<file path="config.mk">
export PLATFORM = sky130hd
export DESIGN_NAME = add_unit_scheduler
export DESIGN_NICKNAME = d
export VERILOG_FILES = /design/src/rtl/add_unit_scheduler.sv
export SDC_FILE = /design/constraint.sdc
export NUM_CORES = 1
export LEC_CHECK = 0
export ABC_CLOCK_PERIOD_IN_PS = 2500
export BUFFER_PORTS_ARGS = -buffer_cell sky130_fd_sc_hd__buf_4
export CAP_MARGIN = 30
export CORE_AREA = 5 5 161 163
export DETAILED_ROUTE_END_ITERATION = 12
export DIE_AREA = 0 0 166 168
export GPL_TIMING_DRIVEN = 0
export PLACE_DENSITY = 0.58
export SLEW_MARGIN = 20
export SYNTH_ARGS = -nofsm -noshare
export SYNTH_HDL_FRONTEND = slang
export SYNTH_SLANG_ARGS = --single-unit
</file>
<file path="constraint.sdc">
create_clock -name clk -period 2.5 [get_ports clk]
set_input_delay 0.375 -clock clk [delete_from_list [all_inputs] [get_ports clk]]
set_output_delay 0.375 -clock clk [all_outputs]
set_load 0.1 [all_outputs]
</file>
<file path="src/rtl/add_unit_scheduler.sv">
// add_unit_scheduler: round-robin scheduler feeding one shared external 32-bit
// adder. It is a two-stage pipeline: S1 holds the granted operands that drive
// the adder, and S2 registers the adder's result. The result leaves on a
// valid/ready port.
// Ports:
//   clk, reset                 clock; synchronous active-high reset
//   req_valid/req_ready        per-requester handshake; req_ready is one-hot
//   req_a/req_b/req_op/req_tag packed per-requester operands, op and tag
//   add_a/add_b/add_cin        drive the external adder (zero when S1 is empty)
//   add_sum/add_cout           results from the external adder
//   res_*                      registered result port toward the CDB arbiter
module add_unit_scheduler #(
  parameter int unsigned NREQ = 4,
  parameter int unsigned TAGW = 4
) (
  input  logic                   clk,
  input  logic                   reset,
  input  logic [NREQ-1:0]        req_valid,
  output logic [NREQ-1:0]        req_ready,
  input  logic [32*NREQ-1:0]     req_a,
  input  logic [32*NREQ-1:0]     req_b,
  input  logic [NREQ-1:0]        req_op,
  input  logic [TAGW*NREQ-1:0]   req_tag,
  output logic [31:0]            add_a,
  output logic [31:0]            add_b,
  output logic [1:0]             add_cin,
  input  logic [31:0]            add_sum,
  input  logic [1:0]             add_cout,
  output logic                   res_valid,
  input  logic                   res_ready,
  output logic [31:0]            res_data,
  output logic [TAGW-1:0]        res_tag,
  output logic                   res_carry,
  output logic                   res_ovf
);

  localparam int unsigned DW   = 32;
  localparam int unsigned PTRW = (NREQ > 1) ? $clog2(NREQ) : 1;
  localparam int unsigned SW   = PTRW + 1;

  logic            v1_q, v1_d;
  logic [DW-1:0]   a1_q, a1_d, b1_q, b1_d;
  logic [1:0]      cin1_q, cin1_d;
  logic [TAGW-1:0] tag1_q, tag1_d;
  logic            rv_q, rv_d;
  logic [DW-1:0]   rdata_q, rdata_d;
  logic [TAGW-1:0] rtag_q, rtag_d;
  logic            rcarry_q, rcarry_d;
  logic            rovf_q, rovf_d;
  logic [PTRW-1:0] rr_ptr_q, rr_ptr_d;

  logic [DW-1:0]   a_arr [NREQ];
  logic [DW-1:0]   b_arr [NREQ];
  logic [TAGW-1:0] t_arr [NREQ];

  logic            s2_free, s1_adv, s1_free, accept;
  logic            gnt_found;
  logic [PTRW-1:0] gnt_idx;
  logic [SW-1:0]   cand_w;
  logic [SW-1:0]   nxt_w;
  logic            unused_cout_hi;

  // Only the carry bit of the kill/generate code carries information.
  assign unused_cout_hi = add_cout[1];

  // Unpack the per-requester buses into arrays.
  always_comb begin
    for (int i = 0; i < int'(NREQ); i++) begin
      a_arr[i] = req_a[DW*i +: DW];
      b_arr[i] = req_b[DW*i +: DW];
      t_arr[i] = req_tag[TAGW*i +: TAGW];
    end
  end

  assign s2_free = !rv_q | res_ready;
  assign s1_adv  = v1_q & s2_free;
  assign s1_free = !v1_q | s1_adv;

  // Round-robin search starting at rr_ptr and wrapping modulo NREQ.
  always_comb begin
    gnt_found = 1'b0;
    gnt_idx   = '0;
    cand_w    = '0;
    for (int unsigned k = 0; k < NREQ; k++) begin
      cand_w = {1'b0, rr_ptr_q} + SW'(k);
      if (cand_w >= SW'(NREQ)) cand_w = cand_w - SW'(NREQ);
      if (!gnt_found && req_valid[cand_w[PTRW-1:0]]) begin
        gnt_found = 1'b1;
        gnt_idx   = cand_w[PTRW-1:0];
      end
    end
  end

  assign accept    = gnt_found & s1_free & !reset;
  assign req_ready = accept ? (NREQ'(1) << gnt_idx) : '0;

  assign add_a   = v1_q ? a1_q : '0;
  assign add_b   = v1_q ? b1_q : '0;
  assign add_cin = v1_q ? cin1_q : 2'b00;

  assign res_valid = rv_q;
  assign res_data  = rdata_q;
  assign res_tag   = rtag_q;
  assign res_carry = rcarry_q;
  assign res_ovf   = rovf_q;

  // Next state for both pipeline stages and the round-robin pointer.
  always_comb begin
    v1_d     = v1_q;
    a1_d     = a1_q;
    b1_d     = b1_q;
    cin1_d   = cin1_q;
    tag1_d   = tag1_q;
    rv_d     = rv_q;
    rdata_d  = rdata_q;
    rtag_d   = rtag_q;
    rcarry_d = rcarry_q;
    rovf_d   = rovf_q;
    rr_ptr_d = rr_ptr_q;
    nxt_w    = '0;

    if (accept) begin
      v1_d   = 1'b1;
      a1_d   = a_arr[gnt_idx];
      b1_d   = req_op[gnt_idx] ? ~b_arr[gnt_idx] : b_arr[gnt_idx];
      cin1_d = req_op[gnt_idx] ? 2'b11 : 2'b00;
      tag1_d = t_arr[gnt_idx];
      nxt_w  = {1'b0, gnt_idx} + SW'(1);
      if (nxt_w == SW'(NREQ)) nxt_w = '0;
      rr_ptr_d = nxt_w[PTRW-1:0];
    end else if (s1_adv) begin
      v1_d = 1'b0;
    end

    if (s1_adv) begin
      rv_d     = 1'b1;
      rdata_d  = add_sum;
      rtag_d   = tag1_q;
      rcarry_d = add_cout[0];
      // Overflow: operand signs agree but the sum's sign differs.
      rovf_d   = (a1_q[DW-1] == b1_q[DW-1]) & (add_sum[DW-1] != a1_q[DW-1]);
    end else if (res_ready) begin
      rv_d = 1'b0;
    end
  end

  always_ff @(posedge clk) begin
    if (reset) begin
      v1_q     <= 1'b0;
      a1_q     <= '0;
      b1_q     <= '0;
      cin1_q   <= 2'b00;
      tag1_q   <= '0;
      rv_q     <= 1'b0;
      rdata_q  <= '0;
      rtag_q   <= '0;
      rcarry_q <= 1'b0;
      rovf_q   <= 1'b0;
      rr_ptr_q <= '0;
    end else begin
      v1_q     <= v1_d;
      a1_q     <= a1_d;
      b1_q     <= b1_d;
      cin1_q   <= cin1_d;
      tag1_q   <= tag1_d;
      rv_q     <= rv_d;
      rdata_q  <= rdata_d;
      rtag_q   <= rtag_d;
      rcarry_q <= rcarry_d;
      rovf_q   <= rovf_d;
      rr_ptr_q <= rr_ptr_d;
    end
  end

endmodule
</file>
==> impl_metrics.tcl <==
set metrics [dict create \
    status "completed" \
    htree_num_levels 3 \
    dp.final_hpwl_microns 26300 \
    switching_part_of_the_total 0.480 \
    fin_crit_ns 2.39 \
    antenna_violating_nets_post_route 0 \
    synth.top_cell.area_share 0.296 \
    async_flop_share 0 \
    fill_cells 2446 \
    unrepaired_setup_endpoints_after_global_routing "false" \
    cp_cell_sequence "and2_1 > o211ai_1 > and2_4 > buf_12 > buf_12 > inv_1 > ha_1 > and2_4 > buf_12" \
    core_sq_mm 0.0242 \
    skew_ns 0.0133 \
    power.density_cell_area_mw_per_mm2 748 \
    fp.dieH_microns 168 \
    vias_per_cell 4.84 \
    synth_area_per_cell_sq_um 8.68 \
    portion_of_total_power_attributed_to_sequential_cells 0.273 \
    gp_congestion 0.886 \
    slew-limit-headroom 0.469 \
    critical_path_peak_fanout 5 \
    critical-path-top-cell-by-count "buf_12" \
    timing_hold_violations_final 0 \
    grt.total_usage 0.221 \
    netlist_top_cells_area "dfxtp_1 30%, mux2i_1 9.9%, xnor2_1 7.5%" \
    clock_power_share 0.169 \
    total_leakage_power_nw 5.08 \
    layout_worst_path_cycle_share 0.956 \
    synth_ff_type "dfxtp_1" \
    multi_input_comb_area_sq_mm 0.00490 \
    finalSetupViolCount 0 \
    ys_warn_count 0 \
    nNetsFinal 1620 \
    globalRoute.totalOverflow 0 \
    max_stage_delay_ns 0.36 \
    fmax_mhz 418 \
    floorplan.rows 57 \
    worstPathRequired_ns 2.12 \
    first_global_vias 8291 \
    dr.first_iter.drc_count 351 \
    count_of_vias_placed_by_the_detailed_router 7885 \
    drive_above_1_share 0.412 \
    vdd.ir_drop.worst_mv 0.312 \
    total_switching_power_mw 4.12 \
    tritoncts_clock_tree "built" \
    routedWlPerCell_microns 19.9 \
    layout_common_cells "424 x buf_4, 113 x nand2_1, 109 x dfxtp_1" \
    cts_buffers 9 \
    holdCritPathClass "in -> reg" \
    clock-root-buffer "clkbuf_16" \
    post_synth_num_cell_types 39 \
    final_common_cell "buf_4" \
    antenna-diode-count 0 \
    postSynthNetCount 1186 \
    synth_sequential_area_ratio 0.296 \
    worst-setup-path-type "reg -> out" \
    critical_path_arrival_ns 2.02 \
    global_route_wire_length_before_repair_microns 48700 \
    synth-edff-count 0 \
    areaGrowthSynthToFinish_pct 52.9 \
    cp-start-kind "flip-flop" \
    slew_violations 0 \
    cts.clk_slew.worst_paths_ns 0.08 \
    synth.cell_area_sq_mm 0.00750 \
    worstSetupEndpointType "output port" \
    syn-instance-count 865 \
    port-buffer-count 419 \
    comb_power_share 0.558 \
    fin_total_pwr_mw 8.59 \
    floorplan.die_area_sq_mm 0.0279 \
    clkSinkCount 111 \
    wl_microns 32400 \
    worst_hold_path.num_cells 3 \
    die-width_microns 166 \
    place.detailed.instances 1608 \
    number_of_antenna_violations_at_the_first_check_in_global_routing 1 \
    tightestPinTransition_ns 0.796 \
    io_pins 426 \
    cp_slowest_cell "dfxtp_4" \
    grt_max_degree 21 \
    clk-insertion-delay-late_ns 0.36 \
    ff_latch_count_synth 111 \
    route.detailed.drc 0 \
    synth_top_cell_by_area "dfxtp_1" \
    cap_violations 0 \
    non_filler_cells_final 1628 \
    area.sequential_sq_mm 0.00223 \
    rr_worst_depth 8 \
    firstDrtPassIters 4 \
    power_report.internal_total_mw 4.47 \
    clock_tree.buffer_depth 2 \
    start_util 0.310 \
]
worst max-delay path, delay by kind of cell (launching register included):
family | cells | cell delay, ns
buffers and inverters | 4 | 0.41
adders and majority gates | 1 | 0.19
and+or+nand+nor | 3 | 0.49
AOI/OAI and AO/OA | 1 | 0.23
DFF | 1 | 0.36
area by class of cell:
| class | count | share of cell area |
|---|---|---|
| well taps | 324 | 0.0353 |
| clock inverters | 7 | 0.00567 |
| flip-flops and latches | 111 | 0.194 |
| plain buffers | 88 | 0.0373 |
| repair buffers | 424 | 0.280 |
| clock buffers | 9 | 0.0196 |
| multi-input cells | 661 | 0.427 |
| inverters | 4 | 0.00131 |
power by group through the flow:
stage / clock network [mW] / logic, mW / registers [mW]
after CTS: 1.51 / 4.80 / 2.34
after global placement: 0 / 4.69 / 2.36
after global routing: 1.58 / 5.07 / 2.39
final: 1.45 / 4.79 / 2.34
after detailed placement: 0 / 4.72 / 2.37
after floorplan: 0 / 3.07 / 2.60
flip-flops by register name, summed over array words and instances (netlist names):
name       count
tag1_q         4
res_ovf        1
res_tag        4
v1_q           1
rr_ptr_q       2
res_valid      1
res_data      32
cin1_q         1
b1_q          32
a1_q          32
res_carry      1
metal layers:
metal  routed length (microns)  vias to the layer above  track usage
met4                       851                        0       0.0646
met3                      2320                       44       0.0657
met1                     13200                     3634        0.260
met5                         0                        -            0
met2                     16000                      299        0.390
li1                          -                     3908            -
synthesized netlist by cell type, types with 5 or more instances:
cell / number
xor2_1: 64
nor2_1: 5
nand2b_1: 8
dfxtp_1: 111
nand3_1: 32
a21oi_1: 72
clkbuf_1: 59
a211oi_2: 31
mux2i_1: 74
buf_2: 18
buf_1: 6
o21ai_0: 32
a221o_1: 32
o221ai_1: 17
nand2_1: 113
and2_1: 72
o221ai_2: 20
xnor2_1: 64
kinds of logic after synthesis:
group           Yosys count  share of synthesized area
simple gates            240                      0.157
compound gates          214                      0.235
xor+xnor                128                      0.149
flops                   111                      0.296
buf+inv                  93                     0.0540
mux                      75                      0.102
fa+ha+maj                 4                    0.00667
repair_timing:
action / in CTS / in global routing
gates cloned: 0 / 0
hold buffers: 0 / 0
resized for setup: 23 / 15
endpoints found under the setup margin: 73 / 46
buffers inserted: 2 / 3
pin swaps: 2 / 3
worst paths after layout:
check | from | to | slack [ns]
worst max-delay path | rr_ptr_q[1] | req_ready[1] | 0.11
worst min register to register | tag1_q[2] | res_tag[2] | 0.46
worst max register to register | rr_ptr_q[1] | a1_q[2] | 0.15
worst min-delay path | add_sum[0] | res_data[0] | 0.26
per-stage QoR:
| step | setup slack (ns) | hold WS [ns] | area, sq um | TNS (ns) | util |
|---|---|---|---|---|---|
| after floorplan | 0.0528 | 0.424 | 7510 | 0 | - |
| after global routing | 0.00216 | 0.254 | 11500 | 0 | 0.475 |
| after detailed placement | -0.708 | 0.443 | 11100 | -15.33 | 0.457 |
| final | 0.110 | 0.261 | 11500 | 0 | 0.475 |
| after global placement | -0.666 | 0.436 | 11100 | -12.95 | 0.457 |
| after CTS | -0.0387 | 0.251 | 11400 | -0.0759 | 0.473 |
Power figures use the tool's default switching activity.
